<file path="src/rtl/battleship_turn_fsm.sv">
// Game-flow controller for Battleship: start, placing, alternating turns with a resolve cycle, win/loss, turn timeout.
// Latency: start/fire edge to next state 1 cycle after the edge register; pc_done to player_turn 2 cycles. No backpressure.
// Optional: BATTLESHIP_HIT_BONUS_EN grants an extra player shot after a hit.
module battleship_turn_fsm #(
    parameter int          SHIP_W      = 3,
    parameter logic [31:0] TURN_CYCLES = 32'd250_000_000,
    parameter int          TIMER_W     = 32,
    parameter int          TURN_CNT_W  = 8
) (
    input  logic                  clk,
    input  logic                  rst,
    input  logic                  start,
    input  logic                  finished_placing,
    input  logic                  player_fire,
    input  logic                  player_hit,
    input  logic                  pc_done,
    input  logic [SHIP_W-1:0]     player_ships,
    input  logic [SHIP_W-1:0]     pc_ships,
    output logic                  placing_ships,
    output logic                  player_turn,
    output logic                  pc_turn,
    output logic                  is_victory,
    output logic                  is_defeat,
    output logic                  pc_go,
    output logic                  timeout,
    output logic [TIMER_W-1:0]    time_left,
    output logic [TURN_CNT_W-1:0] turn_count
);

    typedef enum logic [2:0] {
        IDLE        = 3'd0,
        PLACING     = 3'd1,
        PLAYER_TURN = 3'd2,
        P_RESOLVE   = 3'd3,
        PC_TURN     = 3'd4,
        C_RESOLVE   = 3'd5,
        VICTORY     = 3'd6,
        DEFEAT      = 3'd7
    } state_t;

    localparam bit TIMER_EN = (TURN_CYCLES != 32'd0);
    localparam logic [TIMER_W-1:0] TIME_LOAD =
        TIMER_EN ? TIMER_W'(TURN_CYCLES - 32'd1) : '0;

    state_t state_q, state_d;
    logic   start_q, start_qq, fire_q, fire_qq;
    logic   start_edge, fire_edge, expire;
    logic   pc_go_d, timeout_d;
    logic   enter_player, leave_player, restart;

    assign start_edge = start_q & ~start_qq;
    assign fire_edge  = fire_q & ~fire_qq;
    assign expire     = TIMER_EN && (time_left == '0);

`ifdef BATTLESHIP_HIT_BONUS_EN
    logic hit_q, hit_cap;
`else
    logic unused_hit;
    assign unused_hit = player_hit;
`endif

    always_comb begin
        state_d   = state_q;
        pc_go_d   = 1'b0;
        timeout_d = 1'b0;
        case (state_q)
            IDLE: begin
                if (start_edge) state_d = PLACING;
            end
            PLACING: begin
                if (finished_placing) state_d = PLAYER_TURN;
            end
            PLAYER_TURN: begin
                // A fire edge in the expiry cycle wins over the timeout.
                if (fire_edge) begin
                    state_d = P_RESOLVE;
                end else if (expire) begin
                    state_d   = P_RESOLVE;
                    timeout_d = 1'b1;
                end
            end
            P_RESOLVE: begin
                if (pc_ships == '0) begin
                    state_d = VICTORY;
                end
`ifdef BATTLESHIP_HIT_BONUS_EN
                else if (hit_cap) begin
                    state_d = PLAYER_TURN;
                end
`endif
                else begin
                    state_d = PC_TURN;
                    pc_go_d = 1'b1;
                end
            end
            PC_TURN: begin
                if (pc_done) state_d = C_RESOLVE;
            end
            C_RESOLVE: begin
                state_d = (player_ships == '0) ? DEFEAT : PLAYER_TURN;
            end
            VICTORY, DEFEAT: begin
                if (start_edge) state_d = PLACING;
            end
            default: state_d = IDLE;
        endcase
    end

    assign enter_player = (state_q != PLAYER_TURN) && (state_d == PLAYER_TURN);
    assign leave_player = (state_q == PLAYER_TURN) && (state_d != PLAYER_TURN);
    assign restart      = ((state_q == VICTORY) || (state_q == DEFEAT)) && (state_d == PLACING);

    always_ff @(posedge clk) begin
        if (rst) begin
            state_q    <= IDLE;
            start_q    <= 1'b0;
            start_qq   <= 1'b0;
            fire_q     <= 1'b0;
            fire_qq    <= 1'b0;
            pc_go      <= 1'b0;
            timeout    <= 1'b0;
            time_left  <= '0;
            turn_count <= '0;
`ifdef BATTLESHIP_HIT_BONUS_EN
            hit_q      <= 1'b0;
            hit_cap    <= 1'b0;
`endif
        end else begin
            state_q  <= state_d;
            start_q  <= start;
            start_qq <= start_q;
            fire_q   <= player_fire;
            fire_qq  <= fire_q;
            pc_go    <= pc_go_d;
            timeout  <= timeout_d;
`ifdef BATTLESHIP_HIT_BONUS_EN
            hit_q    <= player_hit;
            if (leave_player) hit_cap <= fire_edge & hit_q;
`endif
            if (enter_player) begin
                time_left <= TIME_LOAD;
            end else if (restart) begin
                time_left <= '0;
            end else if ((state_q == PLAYER_TURN) && (time_left != '0)) begin
                time_left <= time_left - TIMER_W'(1);
            end

            if (restart) begin
                turn_count <= '0;
            end else if (leave_player && !(&turn_count)) begin
                turn_count <= turn_count + TURN_CNT_W'(1);
            end
        end
    end

    assign placing_ships = (state_q == PLACING);
    assign player_turn   = (state_q == PLAYER_TURN);
    assign pc_turn       = (state_q == PC_TURN);
    assign is_victory    = (state_q == VICTORY);
    assign is_defeat     = (state_q == DEFEAT);

endmodule
</file>
<file path="config.mk">
export PLATFORM = sky130hd
export DESIGN_NAME = battleship_turn_fsm
export DESIGN_NICKNAME = d
export VERILOG_FILES = /design/src/rtl/battleship_turn_fsm.sv
export SDC_FILE = /design/constraint.sdc
export NUM_CORES = 1
export LEC_CHECK = 0
export BUFFER_PORTS_ARGS = -buffer_cell sky130_fd_sc_hd__buf_4
export CAP_MARGIN = 20
export CORE_UTILIZATION = 35
export CTS_BUF_LIST = sky130_fd_sc_hd__clkbuf_8
export CTS_CLUSTER_DIAMETER = 100
export CTS_CLUSTER_SIZE = 25
export DETAILED_ROUTE_END_ITERATION = 10
export PLACE_DENSITY = 0.54
export SKIP_CTS_REPAIR_TIMING = 1
export SYNTH_ARGS = -nofsm -noshare
export SYNTH_HDL_FRONTEND = slang
export SYNTH_SLANG_ARGS = --single-unit
export TNS_END_PERCENT = 5
</file>
<file path="constraint.sdc">
create_clock -name clk -period 3.3 [get_ports clk]
set_input_delay 0 -clock clk [delete_from_list [all_inputs] [get_ports clk]]
set_output_delay 0 -clock clk [all_outputs]
set_load 0.005 [all_outputs]
</file>
# Word level (Yosys, flattened, before mapping)
# Cells that the tools add are included.
# Widths: inputs -> output; s select.
[totals]
register_bits = 49
output_inout_bits = 47
[classes]
addsub = 2
n_eq_ne = 11
mux = 13
n_bitwise = 6
n_reduce_logical = 19
[op_table]
columns = ["cell", "n"]
rows = [
  ["$mux 28", 3],
  ["$logic_not 32->1", 1],
  ["$reduce_bool 32->1", 1],
  ["$sub 32x1->32 const B", 1],
  ["$mux 3", 6],
  ["$pmux 3 s6", 1],
  ["$eq 3x3->1 const B", 4],
  ["$eq 3x2->1 const B", 3],
  ["$logic_not 3->1", 3],
  ["$reduce_or 3->1", 3],
  ["$add 8x1->8 const B", 1],
  ["$reduce_and 8->1", 1],
  ["$eq 3x1->1 const B", 2],
  ["$ne 3x2->1 const B", 2],
  ["$logic_and 1x1->1", 5],
  ["$not 1->1", 4],
  ["$reduce_or 2->1", 2],
  ["$reduce_bool 3->1", 1],
  ["$and 1x1->1", 2],
  ["$mux 1", 2],
  ["$mux 2", 1],
  ["$logic_not 1->1", 1],
  ["$logic_or 1x1->1", 1],
]

# Longest topological paths before layout
[depth]
word_depth = 8
ltp_mapped = 9

# Worst setup path after synthesis
# No wires, ideal clock.
[synth_timing]
kind = "reg2reg"
startpoint = "reg time_left[22]"
endpoint = "reg turn_count[4]"
arrival_ns = 2.458
slack_ns = 0.772
stages_incl_launch_ff = 9
synth_period_minus_slack_ns = 2.528
path_cell_list = "dfxtp_1 or4_4 or4_4 buf_6 nor4b_4 o31ai_2 buf_6 or3_1 a21oi_1"
[synth_via]
elab_chain_len = 7
elab_cells_between_ends = 10
classes_between = "2 x eq/ne; 3 x mux; 5 x reduce/logical"
[synth_lines]
columns = ["item", "line_no", "text"]
rows = [
  ["start: declaration", "26", "output logic [TIMER_W-1:0] time_left,"],
  ["start signal: assignment", "145", "time_left <= time_left - TIMER_W'(1);"],
  ["$logic_not 32->1 *", "53", "assign expire = TIMER_EN && (time_left == '0);"],
  ["$mux 3 *", "77", "end else if (expire) begin"],
  ["$mux 3 *", "75", "if (fire_edge) begin"],
  ["$pmux 3 s6 *", "66", "case (state_q)"],
  ["$eq 3x1->1 or $ne 3x2->1 (tied branches)", "111, 110", ""],
  ["$logic_and 1x1->1, on equally long branches", "111, 110", ""],
  ["$reduce_or 2->1 (no source line) or $logic_and 1x1->1 (tied branches)", "--", ""],
  ["end signal: assignment", "151", "turn_count <= turn_count + TURN_CNT_W'(1);"],
  ["end: declaration", "27", "output logic [TURN_CNT_W-1:0] turn_count"],
]
# Every way passes the cells marked *; elsewhere a longest branch is shown, timed or not.
# A chain may end at the register's enable or synchronous reset.

# Worst setup path in the final report
[layout_timing]
startpoint = "reg time_left[22]"
endpoint = "reg turn_count[6]"
# Same word-level chain as after synthesis.

==> impl_metrics.py <==
metrics = {
    "sta": {
        "hold_slack_ps": 22.9,
        "drv_slew": 0,
        "fin_crit_ps": 2720,
        "fin_crit_sh": 0.823,
        "slew_headroom": 0.475,
        "clock.fmax_mhz": 368,
        "setup-tns-final_ps": 0,
        "setup_viol": 0,
        "worst_pin_slew_ps": 782,
        "rsz0062_at_grt": "no",
        "finalHoldViolations": 0,
        "clock_skew_ps": 10.8,
    },
    "finish": {
        "final_common_cell": "buf_4",
        "drive_gt1_frac": 0.243,
        "antennaDiodeCount": 0,
        "fin_cells": 442,
        "layout_common_cells": "buf_4 (63), dfxtp_1 (49), nor2_1 (29), xnor2_1 (27), nor3_1 (21)",
        "synthToLayoutAreaGrowth_pct": 28.7,
        "nets": 361,
    },
    "power": {
        "total_power_mw": 1.90,
        "pwr_density_cell_mw_per_mm2": 598,
        "pwr-share-clk": 0.272,
        "pwr-share-comb": 0.344,
        "p_sw_frac": 0.341,
        "switchingPower_mw": 0.649,
        "internal_power_mw": 1.25,
        "p_leak_nw": 1.23,
        "p_seq_frac": 0.385,
        "ir_worst_vdd_uv": 258,
    },
    "worst_setup_path": {
        "critPathLaunchType": "flop",
        "arrival_ps": 2970,
        "r2r_cells": 6,
        "cp_max_fo": 12,
        "cp.required_ps": 3550,
        "r2r-start": "time_left[22]",
        "critPathKind": "flop to flop",
        "worstSetupEndpointType": "flop",
        "cp-startpoint": "time_left[22]",
    },
    "min_path": {
        "min_path_cells": 3,
        "hold_path.startpoint": "pc_ships[2]",
        "hold_path.class": "input port to flop",
    },
    "cts": {
        "htree_levels": 2,
        "cts_buffers": 5,
        "cts_tree": "built",
        "cts_root_buffer": "clkbuf_8",
        "clockBufferDepth": 2,
        "clock_latency_ps": 310,
        "clk_pin_slew_ps": 100,
        "clock_sinks": 49,
    },
    "floorplanning": {
        "rows": 30,
        "die_w_um": 86.0,
        "die-area_mm2": 0.00740,
        "io_pins": 60,
        "start_util": 0.364,
        "core_mm2": 0.00679,
        "fp.dieH_um": 86.0,
    },
    "routing": {
        "drt-pass1-iter-count": 4,
        "post-route-drc-count": 0,
        "wirelength_um": 6180,
        "dr.max_layer_used": "met4",
        "num_vias": 2299,
        "vias_per_cell": 5.20,
        "wl_per_cell_um": 14.0,
        "met2WireLength_um": 2810,
        "met1_length_um": 2940,
        "wl_met3_um": 303,
        "drtAntennaViolNets": 0,
        "drtIter0Drc": 123,
    },
    "outcome": {
        "status": "finished, final reports clean",
    },
    "logic_synthesis": {
        "async_flop_share": 0,
        "synth_fp_nets": 302,
        "syn_avg_cell_area_um2": 8.64,
        "synth_cell_types": 44,
        "yosys_warnings": 0,
        "synth-seq-cells": 49,
        "synth-main-ff-cell": "dfxtp_1",
        "yosysSeqAreaShare": 0.397,
        "syn_area_mm2": 0.00247,
        "synth_edf_count": 0,
        "syn_inst": 286,
    },
    "placement": {
        "place_hpwl_um": 4220,
        "placed_cells": 429,
        "portBuffers": 58,
        "gp_congestion": 0.779,
    },
    "global_routing": {
        "overflow": 0,
        "grt_pass1_wl_um": 10000,
        "grt.total_usage": 0.170,
        "grt_max_degree": 24,
        "grt_pass1_vias": 2117,
        "antenna_found_initial": 0,
    },
    "job": {
        "drv_cap": 0,
    },
}
## cells in the mapped netlist, types with 3 or more instances
cell,n,share of area
inv_1,5,0.0076
a21oi_1,7,0.014
xnor2_1,27,0.096
o31ai_1,3,0.0091
a31oi_1,5,0.013
nor2_1,29,0.044
or2_2,4,0.010
or3_1,19,0.048
o21ai_0,16,0.032
dfxtp_1,49,0.40
nand2b_1,8,0.020
nand3_1,7,0.014
nor3_1,21,0.043
nor2b_1,9,0.023
or4_1,4,0.012
nor4_1,14,0.035
ha_1,3,0.015
nand2_1,7,0.011
nor3b_1,3,0.0091
or4_4,3,0.014
clkbuf_1,12,0.018
## final cells by class
class	instances	area, um2
fill	679	3610
multi-input combinational	216	1400
sequential	49	981
timing repair buffer	68	523
tap	96	120
clock buffer	5	68.8
clock inverter	3	68.8
inverter	5	18.8
## power groups by stage
stage | sequential, mW | combinational [mW] | clock [mW]
after floorplan | 0.727 | 0.463 | 0
after global placement | 0.745 | 0.648 | 0
after detailed placement | 0.743 | 0.648 | 0
after CTS | 0.731 | 0.657 | 0.532
after global routing | 0.744 | 0.724 | 0.554
final | 0.732 | 0.653 | 0.517
## cell families (layout without fill, tap and decap cells)
logic type / after synthesis / after routing / synth area share
muxes: 3 / 3 / 0.0132
buffers and inverters: 21 / 81 / 0.0390
and+or+nand+nor: 139 / 139 / 0.326
adders and majority gates: 3 / 3 / 0.0152
AOI/OAI and AO/OA: 42 / 42 / 0.107
xor gates and xnor gates: 29 / 29 / 0.103
DFF: 49 / 49 / 0.397
## layer usage
metal	track usage	vias to the layer above
li1	-	1149
met1	0.218	1071
met2	0.280	64
met3	0.0356	15
met4	0.0621	0
met5	0	-
## flip-flops by register name, summed over array words and instances (netlist names)
signal,count
fire_q,1
fire_qq,1
pc_go,1
start_q,1
start_qq,1
state_q,3
time_left,32
timeout,1
turn_count,8
## critical path, stage by stage, from the launching register on
cell     delay (ps)
dfxtp_1         380
or4_4           570
or4_4           500
nor4b_4         410
o31ai_2         220
or4_1           440
a21oi_1         140
## metrics by stage
stage / setup WS, ps / utilization / area [um2]
finish: 584 / 0.468 / 3180
global route: 372 / 0.468 / 3180
CTS: 585 / 0.461 / 3130
detailed placement: 613 / 0.441 / 2990
global placement: 627 / 0.441 / 2990
floorplan: 772 / - / 2470
## final timing paths
check	end	slack, ps
worst max register to register	turn_count[6]	580
worst min-delay path	pc_go	20
worst max-delay path	turn_count[6]	580
worst min register to register	fire_qq	470
No activity file was read; power rests on OpenSTA's default activity.
